**src/rtl/sdram_arb_pkg.sv**
```systemverilog
// Shared types and default sizes for the SDRAM burst arbiter.
package sdram_arb_pkg;

    localparam int ADDR_WD_DEF    = 14;
    localparam int BURST_LEN_DEF  = 256;
    localparam int STARVE_MAX_DEF = 8;

    typedef enum logic [1:0] {
        ST_IDLE  = 2'd0,
        ST_ISSUE = 2'd1,
        ST_BURST = 2'd2
    } arb_state_t;

    typedef enum logic [1:0] {
        SRC_NONE  = 2'd0,
        SRC_CAM   = 2'd1,
        SRC_VGA   = 2'd2,
        SRC_SOBEL = 2'd3
    } arb_src_t;

    // VGA is the only read requester; camera and Sobel both write.
    function automatic logic src_is_read(arb_src_t src);
        return src == SRC_VGA;
    endfunction

endpackage

```
**src/rtl/sdram_burst_arbiter_if.sv**
```systemverilog
// Requester, controller and status signals of the SDRAM burst arbiter.
interface sdram_burst_arbiter_if
    import sdram_arb_pkg::*;
#(
    parameter int ADDR_WD = ADDR_WD_DEF
);
    logic               cam_req;
    logic [ADDR_WD-1:0] cam_addr;
    logic               vga_req;
    logic [ADDR_WD-1:0] vga_addr;
    logic               sobel_req;
    logic [ADDR_WD-1:0] sobel_addr;
    logic               cam_gnt;
    logic               vga_gnt;
    logic               sobel_gnt;
    logic               cam_done;
    logic               vga_done;
    logic               sobel_done;
    logic               ready;
    logic               fpga_data_valid;
    logic               sd_data_valid;
    logic               rw;
    logic               rw_en;
    logic [ADDR_WD-1:0] sd_addr;
    logic               busy;
    logic [1:0]         cur_src;

    modport master (
        input  cam_req, cam_addr, vga_req, vga_addr, sobel_req, sobel_addr,
        input  ready, fpga_data_valid, sd_data_valid,
        output cam_gnt, vga_gnt, sobel_gnt, cam_done, vga_done, sobel_done,
        output rw, rw_en, sd_addr, busy, cur_src
    );

    modport slave (
        output cam_req, cam_addr, vga_req, vga_addr, sobel_req, sobel_addr,
        output ready, fpga_data_valid, sd_data_valid,
        input  cam_gnt, vga_gnt, sobel_gnt, cam_done, vga_done, sobel_done,
        input  rw, rw_en, sd_addr, busy, cur_src
    );

endinterface

```
**src/rtl/sdram_arb_pick.sv**
```systemverilog
// Combinational winner selection: promoted requesters first, then cam > vga > sobel.
module sdram_arb_pick
    import sdram_arb_pkg::*;
(
    input  logic     i_cam_req,
    input  logic     i_vga_req,
    input  logic     i_sobel_req,
    input  logic     i_vga_promo,
    input  logic     i_sobel_promo,
    output arb_src_t o_winner
);

    always_comb begin
        o_winner = SRC_NONE;
        if (i_vga_req && i_vga_promo) begin
            o_winner = SRC_VGA;
        end else if (i_sobel_req && i_sobel_promo) begin
            o_winner = SRC_SOBEL;
        end else if (i_cam_req) begin
            o_winner = SRC_CAM;
        end else if (i_vga_req) begin
            o_winner = SRC_VGA;
        end else if (i_sobel_req) begin
            o_winner = SRC_SOBEL;
        end
    end

endmodule

```
**src/rtl/sdram_burst_arbiter.sv**
```systemverilog
// Burst arbiter for the shared SDRAM command port (camera write, VGA read, Sobel write).
// Define SDRAM_ARB_STARVE_EN to compile in the vga/sobel loss counters and promotion.
//
// state    | meaning
// ST_IDLE  | no burst in flight; arbitrate when ready and any request is high
// ST_ISSUE | winner latched; rw_en driven until the controller is ready
// ST_BURST | counting data beats of the granted direction
module sdram_burst_arbiter
    import sdram_arb_pkg::*;
#(
    parameter int ADDR_WD    = ADDR_WD_DEF,
    parameter int BURST_LEN  = BURST_LEN_DEF,
    parameter int STARVE_MAX = STARVE_MAX_DEF
) (
    input  logic                  sdram_clk,
    input  logic                  rst_ni,
    sdram_burst_arbiter_if.master bus
);

    localparam int                CNT_WD    = $clog2(BURST_LEN) + 1;
    localparam logic [CNT_WD-1:0] LAST_BEAT = CNT_WD'(BURST_LEN - 1);

    arb_state_t         r_state;
    arb_src_t           r_src;
    logic [CNT_WD-1:0]  r_beat;
    logic               r_rw;
    logic               r_rw_en;
    logic               r_busy;
    logic [ADDR_WD-1:0] r_sd_addr;
    logic               r_cam_gnt;
    logic               r_vga_gnt;
    logic               r_sobel_gnt;
    logic               r_cam_done;
    logic               r_vga_done;
    logic               r_sobel_done;

    arb_src_t           w_winner;
    logic               w_arb_now;
    logic               w_beat;
    logic               w_vga_promo;
    logic               w_sobel_promo;
    logic [ADDR_WD-1:0] w_sel_addr;

    sdram_arb_pick u_pick (
        .i_cam_req     (bus.cam_req),
        .i_vga_req     (bus.vga_req),
        .i_sobel_req   (bus.sobel_req),
        .i_vga_promo   (w_vga_promo),
        .i_sobel_promo (w_sobel_promo),
        .o_winner      (w_winner)
    );

    assign w_arb_now = (r_state == ST_IDLE) && bus.ready && (w_winner != SRC_NONE);
    assign w_beat    = r_rw ? bus.sd_data_valid : bus.fpga_data_valid;

    always_comb begin
        w_sel_addr = '0;
        case (w_winner)
            SRC_CAM:   w_sel_addr = bus.cam_addr;
            SRC_VGA:   w_sel_addr = bus.vga_addr;
            SRC_SOBEL: w_sel_addr = bus.sobel_addr;
            default:   w_sel_addr = '0;
        endcase
    end

`ifdef SDRAM_ARB_STARVE_EN
    localparam int                 LOSS_WD  = $clog2(STARVE_MAX + 1);
    localparam logic [LOSS_WD-1:0] LOSS_MAX = LOSS_WD'(STARVE_MAX);

    logic [LOSS_WD-1:0] r_vga_loss;
    logic [LOSS_WD-1:0] r_sobel_loss;

    // Losses only count at an actual arbitration, and saturate at the promotion level.
    always_ff @(posedge sdram_clk or negedge rst_ni) begin
        if (!rst_ni) begin
            r_vga_loss   <= '0;
            r_sobel_loss <= '0;
        end else if (w_arb_now) begin
            if (w_winner == SRC_VGA) begin
                r_vga_loss <= '0;
            end else if (bus.vga_req && (r_vga_loss != LOSS_MAX)) begin
                r_vga_loss <= r_vga_loss + 1'b1;
            end
            if (w_winner == SRC_SOBEL) begin
                r_sobel_loss <= '0;
            end else if (bus.sobel_req && (r_sobel_loss != LOSS_MAX)) begin
                r_sobel_loss <= r_sobel_loss + 1'b1;
            end
        end
    end

    assign w_vga_promo   = (r_vga_loss == LOSS_MAX);
    assign w_sobel_promo = (r_sobel_loss == LOSS_MAX);
`else
    assign w_vga_promo   = 1'b0;
    assign w_sobel_promo = 1'b0;
`endif

    always_ff @(posedge sdram_clk or negedge rst_ni) begin
        if (!rst_ni) begin
            r_state      <= ST_IDLE;
            r_src        <= SRC_NONE;
            r_beat       <= '0;
            r_rw         <= 1'b0;
            r_rw_en      <= 1'b0;
            r_busy       <= 1'b0;
            r_sd_addr    <= '0;
            r_cam_gnt    <= 1'b0;
            r_vga_gnt    <= 1'b0;
            r_sobel_gnt  <= 1'b0;
            r_cam_done   <= 1'b0;
            r_vga_done   <= 1'b0;
            r_sobel_done <= 1'b0;
        end else begin
            r_cam_gnt    <= 1'b0;
            r_vga_gnt    <= 1'b0;
            r_sobel_gnt  <= 1'b0;
            r_cam_done   <= 1'b0;
            r_vga_done   <= 1'b0;
            r_sobel_done <= 1'b0;
            case (r_state)
                ST_IDLE: begin
                    if (w_arb_now) begin
                        r_state   <= ST_ISSUE;
                        r_src     <= w_winner;
                        r_rw      <= src_is_read(w_winner);
                        r_sd_addr <= w_sel_addr;
                        r_busy    <= 1'b1;
                    end
                end
                ST_ISSUE: begin
                    // rw_en stays up while ready is low; the grant marks the accepting cycle.
                    r_rw_en <= 1'b1;
                    if (bus.ready) begin
                        r_state     <= ST_BURST;
                        r_beat      <= '0;
                        r_cam_gnt   <= (r_src == SRC_CAM);
                        r_vga_gnt   <= (r_src == SRC_VGA);
                        r_sobel_gnt <= (r_src == SRC_SOBEL);
                    end
                end
                ST_BURST: begin
                    r_rw_en <= 1'b0;
                    if (w_beat) begin
                        if (r_beat == LAST_BEAT) begin
                            r_state      <= ST_IDLE;
                            r_busy       <= 1'b0;
                            r_src        <= SRC_NONE;
                            r_cam_done   <= (r_src == SRC_CAM);
                            r_vga_done   <= (r_src == SRC_VGA);
                            r_sobel_done <= (r_src == SRC_SOBEL);
                        end else if (r_beat != '1) begin
                            r_beat <= r_beat + 1'b1;
                        end
                    end
                end
                default: r_state <= ST_IDLE;
            endcase
        end
    end

    assign bus.cam_gnt    = r_cam_gnt;
    assign bus.vga_gnt    = r_vga_gnt;
    assign bus.sobel_gnt  = r_sobel_gnt;
    assign bus.cam_done   = r_cam_done;
    assign bus.vga_done   = r_vga_done;
    assign bus.sobel_done = r_sobel_done;
    assign bus.rw         = r_rw;
    assign bus.rw_en      = r_rw_en;
    assign bus.sd_addr    = r_sd_addr;
    assign bus.busy       = r_busy;
    assign bus.cur_src    = r_src;

endmodule

```
**src/flat_wrapper.sv**
```systemverilog
// flat-port wrapper written by rule: the top's interface ports become plain ports
module sdram_burst_arbiter_flat import sdram_arb_pkg::*;
#(
    parameter int ADDR_WD    = ADDR_WD_DEF,
    parameter int BURST_LEN  = BURST_LEN_DEF,
    parameter int STARVE_MAX = STARVE_MAX_DEF
)
  (sdram_clk, rst_ni, bus_cam_req, bus_cam_addr, bus_vga_req, bus_vga_addr, bus_sobel_req, bus_sobel_addr, bus_ready, bus_fpga_data_valid, bus_sd_data_valid, bus_cam_gnt, bus_vga_gnt, bus_sobel_gnt, bus_cam_done, bus_vga_done, bus_sobel_done, bus_rw, bus_rw_en, bus_sd_addr, bus_busy, bus_cur_src);
  sdram_burst_arbiter_if #(.ADDR_WD(ADDR_WD)) bus_i ();
  input  logic sdram_clk;
  input  logic rst_ni;
  input wire logic [$bits(bus_i.cam_req)-1:0] bus_cam_req;
  input wire logic [$bits(bus_i.cam_addr)-1:0] bus_cam_addr;
  input wire logic [$bits(bus_i.vga_req)-1:0] bus_vga_req;
  input wire logic [$bits(bus_i.vga_addr)-1:0] bus_vga_addr;
  input wire logic [$bits(bus_i.sobel_req)-1:0] bus_sobel_req;
  input wire logic [$bits(bus_i.sobel_addr)-1:0] bus_sobel_addr;
  input wire logic [$bits(bus_i.ready)-1:0] bus_ready;
  input wire logic [$bits(bus_i.fpga_data_valid)-1:0] bus_fpga_data_valid;
  input wire logic [$bits(bus_i.sd_data_valid)-1:0] bus_sd_data_valid;
  output wire logic [$bits(bus_i.cam_gnt)-1:0] bus_cam_gnt;
  output wire logic [$bits(bus_i.vga_gnt)-1:0] bus_vga_gnt;
  output wire logic [$bits(bus_i.sobel_gnt)-1:0] bus_sobel_gnt;
  output wire logic [$bits(bus_i.cam_done)-1:0] bus_cam_done;
  output wire logic [$bits(bus_i.vga_done)-1:0] bus_vga_done;
  output wire logic [$bits(bus_i.sobel_done)-1:0] bus_sobel_done;
  output wire logic [$bits(bus_i.rw)-1:0] bus_rw;
  output wire logic [$bits(bus_i.rw_en)-1:0] bus_rw_en;
  output wire logic [$bits(bus_i.sd_addr)-1:0] bus_sd_addr;
  output wire logic [$bits(bus_i.busy)-1:0] bus_busy;
  output wire logic [$bits(bus_i.cur_src)-1:0] bus_cur_src;
  assign bus_i.cam_req = bus_cam_req;
  assign bus_i.cam_addr = bus_cam_addr;
  assign bus_i.vga_req = bus_vga_req;
  assign bus_i.vga_addr = bus_vga_addr;
  assign bus_i.sobel_req = bus_sobel_req;
  assign bus_i.sobel_addr = bus_sobel_addr;
  assign bus_i.ready = bus_ready;
  assign bus_i.fpga_data_valid = bus_fpga_data_valid;
  assign bus_i.sd_data_valid = bus_sd_data_valid;
  assign bus_cam_gnt = bus_i.cam_gnt;
  assign bus_vga_gnt = bus_i.vga_gnt;
  assign bus_sobel_gnt = bus_i.sobel_gnt;
  assign bus_cam_done = bus_i.cam_done;
  assign bus_vga_done = bus_i.vga_done;
  assign bus_sobel_done = bus_i.sobel_done;
  assign bus_rw = bus_i.rw;
  assign bus_rw_en = bus_i.rw_en;
  assign bus_sd_addr = bus_i.sd_addr;
  assign bus_busy = bus_i.busy;
  assign bus_cur_src = bus_i.cur_src;
  sdram_burst_arbiter #(.ADDR_WD(ADDR_WD), .BURST_LEN(BURST_LEN), .STARVE_MAX(STARVE_MAX)) u_core (.sdram_clk(sdram_clk), .rst_ni(rst_ni), .bus(bus_i));
endmodule
```
**config.mk**
```make
export PLATFORM = sky130hd
export DESIGN_NAME = sdram_burst_arbiter_flat
export DESIGN_NICKNAME = d
export VERILOG_FILES = /design/src/rtl/sdram_arb_pkg.sv /design/src/rtl/sdram_burst_arbiter_if.sv /design/src/rtl/sdram_arb_pick.sv /design/src/rtl/sdram_burst_arbiter.sv /design/src/flat_wrapper.sv
export SDC_FILE = /design/constraint.sdc
export NUM_CORES = 1
export LEC_CHECK = 0
export CAP_MARGIN = 25
export CORE_ASPECT_RATIO = 0.5
export CORE_UTILIZATION = 40
export DETAILED_ROUTE_END_ITERATION = 8
export GPL_TIMING_DRIVEN = 0
export PLACE_DENSITY = 0.79
export SYNTH_ARGS = -nofsm -noshare
export SYNTH_HDL_FRONTEND = slang
export SYNTH_SLANG_ARGS = --single-unit
```
**constraint.sdc**
```tcl
create_clock -name sdram_clk -period 2.24 [get_ports sdram_clk]
set_input_delay 0.672 -clock sdram_clk [delete_from_list [all_inputs] [get_ports sdram_clk]]
set_output_delay 0.672 -clock sdram_clk [all_outputs]
set_load 0.01 [all_outputs]
```
==> flow_results.org <==
** Logic synthesis
- The average instance in the mapped netlist occupies 9.804 um2.
- Yosys printed 0 warnings.
- The share of the Yosys chip area taken by registers is between 40% and 50%.
- The number of nets in the synthesized netlist is around 260.
- Cell count after synthesis :: 201
- After synthesis the cells add up to 1971 um2.
- Async S/R FF share, synth :: 100.0%
- Most area-hungry cell type in the Yosys netlist :: sky130_fd_sc_hd__dfrtp_1
- Area fraction of the dominant cell type after synthesis :: about 46%
- Most frequent cells after synthesis :: 36 x sky130_fd_sc_hd__dfrtp_1, 24 x sky130_fd_sc_hd__nand2_1, 16 x sky130_fd_sc_hd__nor2b_1
- Number of distinct standard cells referenced by the synthesized netlist :: 37
- Most instantiated library cell after synthesis :: sky130_fd_sc_hd__dfrtp_1
- Synth Flop Type :: sky130_fd_sc_hd__dfrtp_1
- Counting flops with a built-in enable in the synthesized netlist gives 0.
- Synth Register Bits :: 36
- After synthesis, the cell types taking the most area are sky130_fd_sc_hd__dfrtp_1 46%, sky130_fd_sc_hd__a221oi_1 6.7%, sky130_fd_sc_hd__o31ai_1 5.3%, sky130_fd_sc_hd__ha_1 5.1%, sky130_fd_sc_hd__nor2b_1 5.1%.

** Setup path
- In this run the worst path has a maximum fanout of 10.
- Critical Path, Cell by Cell :: ha_2 -> nand3_1 -> nor2_1 -> ha_2 -> o21a_1 -> or2_4 -> buf_6 -> nor4b_1 -> a311o_1
- STA puts the critical path data required time at around 2.5 ns.
- The largest individual stage delay along the critical path comes from the cell sky130_fd_sc_hd__nor4b_1.
- CP Class :: reg2reg
- STA classifies the critical path endpoint as a register.
- Destination of the critical timing path :: u_core.r_beat[2]
- STA classifies the critical path startpoint as a register.
- Origin of the critical flop-to-flop path :: u_core.r_beat[0]
- In this design, the stage delay of the slowest critical-path cell is 0.41 ns.
- Cell count of the worst reg-to-reg path :: 9
- Arr. time, crit path :: ~2.4 ns
- The most critical setup path has its startpoint at u_core.r_beat[0].
- The endpoint identified for the worst register-to-register timing path is u_core.r_beat[2].
- Internal reg-to-reg setup slack :: roughly 0.064 ns
- Critical path's most frequent cell :: sky130_fd_sc_hd__ha_2

** STA
- Fin. Hold Viols :: 0
- Of the available clock period, the critical path in the final layout requires between 90 and 100%.
- Max-slew headroom :: 44.60%
- At the pin with the least slew margin, the transition time is between 0.8 and 0.9 ns.
- Final-report max-slew violation count :: 0
- For the final database, setup skew stands at roughly 0.0020 ns.
- Smallest setup slack after layout :: approximately 0.064 ns
- Max Clk Rate :: 0.4596 GHz
- Smallest hold slack :: 0.4764 ns
- Setup violations remaining at the end of the flow were counted as 0.
- Crit path time final :: around 2.2 ns
- Setup_tns :: 0 ns

** Clock tree
- CTS max path bufs :: 2
- Worst-Skew Late Latency :: 0.28 ns
- Clk Tree Root Cell :: sky130_fd_sc_hd__clkbuf_8
- Total clock buffers created by CTS :: 5
- Register clock-pin slew on the reported worst setup and hold paths :: 0.07 ns
- TritonCTS built the clock tree.
- Clk sinks :: 36
- CTS H-tree depth :: 2

** Drt
- Routed Antenna Nets :: 0
- In the final routed layout, each cell accounts on average for 15.32 um.
- For this block, the via count after detailed routing is between 1500 and 2000.
- First-pass detailed-route iteration total :: 4
- The first routing iteration left approximately 90 violations.
- DRC violation count after routing :: 0
- Vias per Instance :: about 5.4
- Wires add up to around 5.4 mm.

** Final layout
- At the end of the flow the core is filled with cells to 64.18%.
- Area Growth Syn to Fin :: 48.25%
- The number of antenna diodes in the final layout is 0.
- Cells with a size suffix above 1 make up under 10% of the layout.
- The finished layout holds approximately 350 standard cells, fillers aside.
- Number of nets in the finished design :: approximately 340
- With fillers left out, the area of the finished cells amounts to 2922 um2.

** Place
- The placed instances occupy a cell area of about 2800 um2.
- Weighted congestion reported at the end of routability-driven placement :: roughly 0.76
- Post-DP HPWL :: between 3 and 4 mm
- Count of input and output buffers :: between 70 and 80
- Timing analysis after detailed placement gives a worst setup slack of -0.3779 ns.
- Once placement completed, the tool counted placed cells totaling 340.

** Floorplanning
- Area of the core :: roughly 4600 um2
- The floorplan step set the die width to just over 100 um.
- The die covers around 5200 um2.
- The floorplan has 17 rows.
- Effective utilization at floorplan :: between 40 and 50%
- The floorplan step set the die height to approximately 52 um.
- Pin placement for this block handled between 70 and 80 I/O pins.

** Pwr
- In this run the static leakage power is about 1.2 nW.
- Maximum VDD drop :: between 300 and 400 uV
- Pwr Total :: between 2 and 3 mW
- Power per standard cell area :: roughly 900 nW/um2

** Global routing
- Number of antenna violations at the first check in global routing :: 0
- Entering global routing, the biggest net connects 37 pins.
- First-pass GRT wire length :: 7.983 mm
- The via count of the first global-routing pass is between 1500 and 2000.
- GRT Util Overall :: approximately 20%
- Global routing finished with a remaining overflow of 0.

** Flow run
- Maximum capacitance violations :: 0

** Run status
- The flow ran to the end, and the final reports show no timing, DRC or antenna violations.

** Min path
- Worst min-delay path category :: in2async
## repair_timing
action | in CTS | in global routing
buffers inserted | 2 | 2
pin swaps | 0 | 2
setup endpoints to repair | 5 | 15
hold buffers | 0 | 0
gates resized for setup | 4 | 9
## routing by layer
layer	GRT usage, %	vias up	wire, um
met5	0	-	0
met4	5.797	0	82
met3	4.839	10	342
met2	36.28	61	2669
met1	23.83	927	2283
li1	-	899	-
## critical path: cells and delay by family, from the launching register on
kind | cells | cell delay [ns]
and+or+nand+nor | 4 | 0.79
adders and majority gates | 2 | 0.41
DFF | 1 | 0.39
AOI/OAI and AO/OA | 2 | 0.38
buffers and inverters | 1 | 0.14
## kinds of logic (layout without fill, tap and decap cells)
logic type	after synthesis	after routing	synth area share, %
mux	8	8	4.317
xor+xnor	1	1	0.4445
flops	36	36	45.71
compound gates	49	49	20.00
fa+ha+maj	8	8	5.080
simple gates	79	79	20.57
buf+inv	20	104	3.873
## power by group
part	internal (mW)	leakage, nW	total (mW)	switching, mW
Sequential	0.839	0.464	0.972	0.133
Clock	0.212	0.0410	0.441	0.229
Combinational	0.682	0.721	1.28	0.599
Total	1.73	1.23	2.69	0.961
## layout make-up
class                           instances  area [um2]
Fill cell                             390        1630
Multi-Input combinational cell        145        1018
Sequential cell                        36       900.9
Timing Repair Buffer                   77       758.2
Tap cell                               66       82.58
Clock buffer                            6       72.57
Buffer                                 13       57.56
Inverter                                7       26.28
Clock inverter                          1       5.005
## registers in the layout (all words and copies together) (netlist names)
name                   count
u_core.bus.rw_en           1
u_core.r_beat              9
u_core.bus.rw              1
u_core.bus.cam_done        1
u_core.bus.sobel_gnt       1
u_core.bus.vga_gnt         1
u_core.bus.sd_addr        14
u_core.bus.cur_src         2
u_core.r_state             2
u_core.bus.busy            1
u_core.bus.vga_done        1
u_core.bus.cam_gnt         1
u_core.bus.sobel_done      1
## cell usage in the layout (no fill, tap or decap), drive strengths merged, types with 3 or more instances in the layout
| cell type | n |
|---|---|
| mux2i | 4 |
| dfrtp | 36 |
| o21ai | 3 |
| or4b | 3 |
| a221oi | 15 |
| nand2b | 4 |
| nand3 | 9 |
| a21o | 3 |
| clkdlybuf4s50 | 71 |
| nand4 | 3 |
| nor2b | 16 |
| inv | 7 |
| buf | 7 |
| clkbuf | 17 |
| nand2 | 24 |
| nor2 | 12 |
| a22o | 3 |
| ha | 8 |
| mux2 | 4 |
| o31ai | 14 |
## worst min path at each step
stage	from	endpoint	slack, ns	cells after the start
2_1_floorplan	rst_ni	u_core.bus.busy	0.38	0
3_3_place_gp	u_core.bus.sd_addr[7]	u_core.bus.sd_addr[7]	0.46	2
3_5_place_dp	u_core.bus.sd_addr[10]	u_core.bus.sd_addr[10]	0.47	2
4_1_cts	u_core.bus.sd_addr[10]	u_core.bus.sd_addr[10]	0.48	2
5_1_grt	u_core.bus.sd_addr[10]	u_core.bus.sd_addr[10]	0.50	2
6_report	rst_ni	u_core.bus.sd_addr[4]	0.48	1
(Power assumes the default switching activity.)
